<file path="src/rtl/div_if.sv">
// Handshake and result bundle between the EX stage and the divide sequencer.
// EX drives the request side (master); div_ctrl answers with stall/ready/results (slave).
interface div_if #(
  parameter int WIDTH = 32
);
  logic             start;
  logic             signed_div;
  logic [WIDTH-1:0] op_a;
  logic [WIDTH-1:0] op_b;
  logic             annul;
  logic             stallreq;
  logic             ready;
  logic [WIDTH-1:0] result_lo;
  logic [WIDTH-1:0] result_hi;

  modport master (
    output start, signed_div, op_a, op_b, annul,
    input  stallreq, ready, result_lo, result_hi
  );

  modport slave (
    input  start, signed_div, op_a, op_b, annul,
    output stallreq, ready, result_lo, result_hi
  );
endinterface

</file>
<file path="src/rtl/div_ctrl.sv">
// Multi-cycle radix-2 restoring divider for DIV/DIVU: stalls the pipeline while busy
// and presents quotient (LO) / remainder (HI) with a single-cycle ready pulse.
module div_ctrl #(
  parameter int WIDTH = 32
) (
  input logic  clk,
  input logic  rst,
  div_if.slave bus
);

  localparam int CNT_W = $clog2(WIDTH) + 1;

  typedef enum logic [1:0] {
    IDLE    = 2'd0,
    DIVZERO = 2'd1,
    ON      = 2'd2,
    END     = 2'd3
  } state_t;

  state_t           state_reg, state_next;
  logic [CNT_W-1:0] cnt_reg, cnt_next;
  logic [WIDTH-1:0] rem_reg, rem_next;
  logic [WIDTH-1:0] quo_reg, quo_next;
  logic [WIDTH-1:0] dvs_reg, dvs_next;
  logic [WIDTH-1:0] dividend_reg, dividend_next;
  logic             neg_quo_reg, neg_quo_next;
  logic             neg_rem_reg, neg_rem_next;
  logic [WIDTH-1:0] lo_reg, lo_next;
  logic [WIDTH-1:0] hi_reg, hi_next;

  // One restoring step: remainder needs a spare bit after the shift.
  logic [WIDTH:0]   rem_shift;
  logic [WIDTH:0]   rem_diff;
  logic             rem_ge;
  logic [WIDTH-1:0] step_rem;
  logic [WIDTH-1:0] step_quo;
  logic [WIDTH-1:0] mag_a;
  logic [WIDTH-1:0] mag_b;

  always_comb begin
    rem_shift = {rem_reg, quo_reg[WIDTH-1]};
    rem_diff  = rem_shift - {1'b0, dvs_reg};
    rem_ge    = (rem_shift >= {1'b0, dvs_reg});
    step_rem  = rem_ge ? rem_diff[WIDTH-1:0] : rem_shift[WIDTH-1:0];
    step_quo  = {quo_reg[WIDTH-2:0], rem_ge};
  end

  // Magnitudes of the incoming operands; 0x80000000 maps onto itself, which is
  // the correct unsigned magnitude.
  always_comb begin
    mag_a = (bus.signed_div && bus.op_a[WIDTH-1]) ? -bus.op_a : bus.op_a;
    mag_b = (bus.signed_div && bus.op_b[WIDTH-1]) ? -bus.op_b : bus.op_b;
  end

  always_comb begin
    state_next    = state_reg;
    cnt_next      = cnt_reg;
    rem_next      = rem_reg;
    quo_next      = quo_reg;
    dvs_next      = dvs_reg;
    dividend_next = dividend_reg;
    neg_quo_next  = neg_quo_reg;
    neg_rem_next  = neg_rem_reg;
    lo_next       = lo_reg;
    hi_next       = hi_reg;

    case (state_reg)
      IDLE: begin
        cnt_next = '0;
        if (bus.start && !bus.annul) begin
          dividend_next = bus.op_a;
          dvs_next      = mag_b;
          quo_next      = mag_a;
          rem_next      = '0;
          neg_quo_next  = bus.signed_div && (bus.op_a[WIDTH-1] ^ bus.op_b[WIDTH-1]);
          neg_rem_next  = bus.signed_div && bus.op_a[WIDTH-1];
          state_next    = (bus.op_b == '0) ? DIVZERO : ON;
        end
      end

      DIVZERO: begin
        state_next = END;
        lo_next    = '1;
        hi_next    = dividend_reg;
      end

      ON: begin
        rem_next = step_rem;
        quo_next = step_quo;
        cnt_next = cnt_reg + 1'b1;
        if (cnt_reg == CNT_W'(WIDTH - 1)) begin
          state_next = END;
          lo_next    = neg_quo_reg ? -step_quo : step_quo;
          hi_next    = neg_rem_reg ? -step_rem : step_rem;
        end
      end

      END: begin
        state_next = IDLE;
      end

      default: begin
        state_next = IDLE;
      end
    endcase

    // Flush overrides everything: back to IDLE without touching the results.
    if (bus.annul) begin
      state_next = IDLE;
      cnt_next   = '0;
      lo_next    = lo_reg;
      hi_next    = hi_reg;
    end
  end

  always_ff @(posedge clk) begin
    if (rst) begin
      state_reg    <= IDLE;
      cnt_reg      <= '0;
      rem_reg      <= '0;
      quo_reg      <= '0;
      dvs_reg      <= '0;
      dividend_reg <= '0;
      neg_quo_reg  <= 1'b0;
      neg_rem_reg  <= 1'b0;
      lo_reg       <= '0;
      hi_reg       <= '0;
    end else begin
      state_reg    <= state_next;
      cnt_reg      <= cnt_next;
      rem_reg      <= rem_next;
      quo_reg      <= quo_next;
      dvs_reg      <= dvs_next;
      dividend_reg <= dividend_next;
      neg_quo_reg  <= neg_quo_next;
      neg_rem_reg  <= neg_rem_next;
      lo_reg       <= lo_next;
      hi_reg       <= hi_next;
    end
  end

  // Stall drops in END so the stalled instruction advances on the ready cycle.
  assign bus.stallreq  = !bus.annul &&
                         (((state_reg == IDLE) && bus.start) ||
                          (state_reg == DIVZERO) || (state_reg == ON));
  assign bus.ready     = (state_reg == END) && !bus.annul;
  assign bus.result_lo = lo_reg;
  assign bus.result_hi = hi_reg;

endmodule

</file>
<file path="src/flat_wrapper.sv">
// flat-port wrapper written by rule: the top's interface ports become plain ports
module div_ctrl_flat 
#(
  parameter int WIDTH = 32
)
  (clk, rst, bus_start, bus_signed_div, bus_op_a, bus_op_b, bus_annul, bus_stallreq, bus_ready, bus_result_lo, bus_result_hi);
  div_if #(.WIDTH(WIDTH)) bus_i ();
  input logic clk;
  input logic rst;
  input wire logic [$bits(bus_i.start)-1:0] bus_start;
  input wire logic [$bits(bus_i.signed_div)-1:0] bus_signed_div;
  input wire logic [$bits(bus_i.op_a)-1:0] bus_op_a;
  input wire logic [$bits(bus_i.op_b)-1:0] bus_op_b;
  input wire logic [$bits(bus_i.annul)-1:0] bus_annul;
  output wire logic [$bits(bus_i.stallreq)-1:0] bus_stallreq;
  output wire logic [$bits(bus_i.ready)-1:0] bus_ready;
  output wire logic [$bits(bus_i.result_lo)-1:0] bus_result_lo;
  output wire logic [$bits(bus_i.result_hi)-1:0] bus_result_hi;
  assign bus_i.start = bus_start;
  assign bus_i.signed_div = bus_signed_div;
  assign bus_i.op_a = bus_op_a;
  assign bus_i.op_b = bus_op_b;
  assign bus_i.annul = bus_annul;
  assign bus_stallreq = bus_i.stallreq;
  assign bus_ready = bus_i.ready;
  assign bus_result_lo = bus_i.result_lo;
  assign bus_result_hi = bus_i.result_hi;
  div_ctrl #(.WIDTH(WIDTH)) u_core (.clk(clk), .rst(rst), .bus(bus_i));
endmodule
</file>
<file path="config.mk">
export PLATFORM = sky130hd
export DESIGN_NAME = div_ctrl_flat
export DESIGN_NICKNAME = d
export VERILOG_FILES = /design/src/rtl/div_if.sv /design/src/rtl/div_ctrl.sv /design/src/flat_wrapper.sv
export SDC_FILE = /design/constraint.sdc
export NUM_CORES = 1
export LEC_CHECK = 0
export CORE_MARGIN = 8
export CORE_UTILIZATION = 36
export CTS_BUF_LIST = sky130_fd_sc_hd__clkbuf_16
export CTS_CLUSTER_SIZE = 20
export DETAILED_ROUTE_END_ITERATION = 6
export PLACE_DENSITY_LB_ADDON = 0.08
export SLEW_MARGIN = 25
export SYNTH_ARGS = -nofsm -noshare
export SYNTH_HDL_FRONTEND = slang
export SYNTH_SLANG_ARGS = --single-unit
</file>
<file path="constraint.sdc">
create_clock -name clk -period 6.5 [get_ports clk]
set_input_delay 1.3 -clock clk [delete_from_list [all_inputs] [get_ports clk]]
set_output_delay 1.3 -clock clk [all_outputs]
set_load 0.05 [all_outputs]
</file>
==> impl_results.md <==
* Status: finished, final reports clean
* Setup violators final at 0
* Worst path cell trace: ha_1 > and3_1 > nand2_1 > a211oi_4 > o311ai_4 > nand2_4 > mux2i_1 > ha_1 > inv_1 > or2_2 > a2111oi_2 > nand3_1 > nor2_1 > a31o_1 > nand4_1 > nor3_1 > mux2_1 > o32ai_1
* Routed via count at 12,700
* Ranking of synthesized cells by area: dfxtp_1 30%, nand2_1 7.9%, nor2_1 5.8%, a21oi_1 5.8%, xor2_1 5.2%
* Worst Path Arrival at 5610 ps
* Reg-to-reg critical path endpoint: u_core.bus.result_hi[26]
* Final Net Count at 1,952
* Clk_lat worst skew at 570 ps
* Count of input and output buffers at approximately 130
* Post-synth EDFFs at 0
* Core Area at around 37,000 um^2
* CTS tree: built
* GRT met3 Usage at 2.66%
* Avg WL per Cell at 19.3 um
* Most frequent cell after synthesis: nand2_1
* Warnings, synthesis at 0
* Boundary Pins at 135
* Worst-case clock skew at around 14 ps
* Fmax at 195 MHz
* Routability cong. at 0.880
* Root buf cell: clkbuf_16
* Routed Wire Length at 44,900 um
* Reg2reg setup slack at 1360 ps
* # diodes at 0
* Synth unique cells at around 100
* Number of remaining DRC errors at 0
* Crit path max fanout at 11
* Clk buf depth at 3
* Met1 global-route usage at 26.1%
* Initial antenna violation count at 0
* Worst slew pin tran at ~1000 ps
* HPWL after detailed placement at 33,200 um
* Worst hold path type: reg -> reg
* R2R cell count at 18
* Max_slew headroom at 30.1%
* GR Overflow Total at 0
* Placed cell area at ~15,000 um^2
* DR iter-0 viols at 814
* Syn_nets at 1,889
* Crit-path most repeated cell: ha_1
* Setup crit start kind: register
* Die footprint at roughly 44,000 um^2
* Die height at between 200 and 250 um
* Crit-path max cell delay at 550 ps
* Sequential fraction of the synthesis area at 30.2%
* Pleak at ~5.6 nW
* Final Max Slew Viols at 0
* Detailed-route vias per instance at about 5.5
* Worst Path Required at 6970 ps
* Xor and xnor area share after synthesis at 8.38%
* Fin crit period at around 5100 ps
* Design Area, Final at roughly 16,000 um^2
* CTS buffer count at 26
* Post-synthesis compound-gate area fraction at 27.3%
* First-pass GRT wire length at 71,200 um
* Fin. Hold Viols at 0
* RSZ-0062 raised after global routing: no
* Cell taking the most area after synthesis: dfxtp_1
* Slowest-stage cell, CP: ha_1
* Crit path launch: u_core.rem_reg[6]
* Worst r2r src: u_core.rem_reg[6]
* CP Class: reg -> reg
* Synth Register Bits at slightly above 200
* All-layer global routing usage at 20.1%
* H-tree depth at 1
* Largest family of logic cells by synthesized area: compound AO/OA/AOI/OAI gates
* GR peak layer: met2
* Cells after synthesis at 1,778
* Hold Buf Count CTS at 0
* Initial core utilization at 36.5%
* Commonest register cell after synthesis: dfxtp_1
* Adder-cell share of the synthesized area at 3.98%
* Worst-path clk slew at roughly 60 ps
* Area Growth Syn to Fin at 17.7%
* Worst setup EP type: register
* Std cell rows at 70
* Multiplexer area fraction after synthesis at 1.37%
* Crit path capture: u_core.bus.result_hi[26]
* Syn Area/Cell at 7.52 um^2
* MaxCap Viol Count at 0
* Synth Cell Area at roughly 13,000 um^2
* Cts repair resizes at 0
* Post-route ant nets at 0
* Post-synth top cells: 280 x nand2_1, 207 x nor2_1, 202 x dfxtp_1
* First drt pass iteration count at 5
* Pwr dens at 232 nW/um^2
* Layout cells sized above 1 at around 6.4%
* Postcts setup bufs at 0
* Setup TNS at 0 ps
* VDD IR max at between 0.15 and 0.2 mV
* CTS Sinks at about 200
* Async S/R FF share, synth at 0%
* Chip width at 209 um
* Final Util at 43.0%
* Tcrit/Tclk final at between 70% and 80%
* Vias in the first global route at 12,300
* Share of the synthesized area in the top cell type at 30.2%
* Synth Area in Simple Gates at 23.4%
* GR Util met2 at roughly a third
* Largest net degree at the start of global routing at 90
==> worst min path at each step <==
stage                            start  depth (start not counted)                       to
3_5_place_dp   u_core.dividend_reg[22]                          2  u_core.dividend_reg[22]
5_1_grt        u_core.dividend_reg[11]                          2  u_core.dividend_reg[11]
4_1_cts        u_core.dividend_reg[19]                          2  u_core.dividend_reg[19]
6_report       u_core.dividend_reg[23]                          2  u_core.dividend_reg[23]
2_1_floorplan   u_core.dividend_reg[5]                          2   u_core.dividend_reg[5]
3_3_place_gp   u_core.dividend_reg[24]                          2  u_core.dividend_reg[24]
==> report_power, final <==
group / internal (W) / switching [W]
sequential: 0.00131 / 0.0000514
clock: 0.000760 / 0.000583
combinational: 0.000331 / 0.000619
total: 0.00240 / 0.00125
==> logic make-up (layout without fill, tap and decap cells) <==
kind of cell	after synthesis	count (layout)
AO/OA/AOI/OAI	530	530
XOR/XNOR	128	128
adder cells (fa/ha/maj)	42	42
buffers and inverters	173	252
flip-flops	202	202
multiplexers	18	18
AND/OR/NAND/NOR	685	685
==> routing by layer <==
metal	up-vias	wire, um	part of all wire, %
li1	6462	-	-
met1	5918	20700	46
met2	261	20900	47
met3	70	1810	4.0
met4	0	1400	3.1
met5	-	0	0
==> cell type report <==
cell class,count,area (um^2)
fill,3783,20900
multi-input combinational,1403,8670
sequential,202,4050
timing repair buffer,149,1460
clock buffer,26,651
tap,468,586
inverter,59,226
clock inverter,18,118
==> through the flow <==
step / total power (W) / setup slack, ps / cells / hold WS (ps)
after floorplan: 0.00203 / 1730 / 1778 / 432
after global placement: 0.00234 / 1600 / 2281 / 441
after detailed placement: 0.00234 / 1440 / 2281 / 445
after CTS: 0.00370 / 1420 / 2325 / 453
after global routing: 0.00384 / 934 / 2325 / 476
final: 0.00365 / 1360 / 2325 / 450
==> worst max-delay path: cells and delay by family (launching register included) <==
kind                       cells  cell delay (ps)
buffers and inverters          1               60
muxes                          2              700
AOI/OAI and AO/OA              5             1370
and+or+nand+nor                8             1740
adders and majority gates      2              800
DFF                            1              380
==> layout by cell type, fill, tap and decap left out, types with 8 or more instances in the layout <==
cell type / count
o41ai_1: 8
o22ai_1: 12
clkdlybuf4s50_1: 133
inv_1: 66
or2_2: 10
o21ai_0: 87
a211oi_1: 81
nor2_1: 205
a22oi_1: 27
o31ai_1: 28
and3_1: 18
nand3_1: 21
a311oi_1: 9
or4_1: 9
o21ai_1: 9
xor2_1: 80
nand2b_1: 9
a21o_1: 13
buf_4: 15
nand4_1: 13
nand3b_1: 9
mux2i_1: 16
o211ai_1: 11
a21oi_1: 153
nor3_1: 34
or3_1: 20
dfxtp_1: 201
xnor2_1: 48
clkbuf_16: 26
nor4_1: 10
a31oi_1: 17
nand2_1: 280
ha_1: 40
Note: power is estimated with default switching activity, not from simulation.
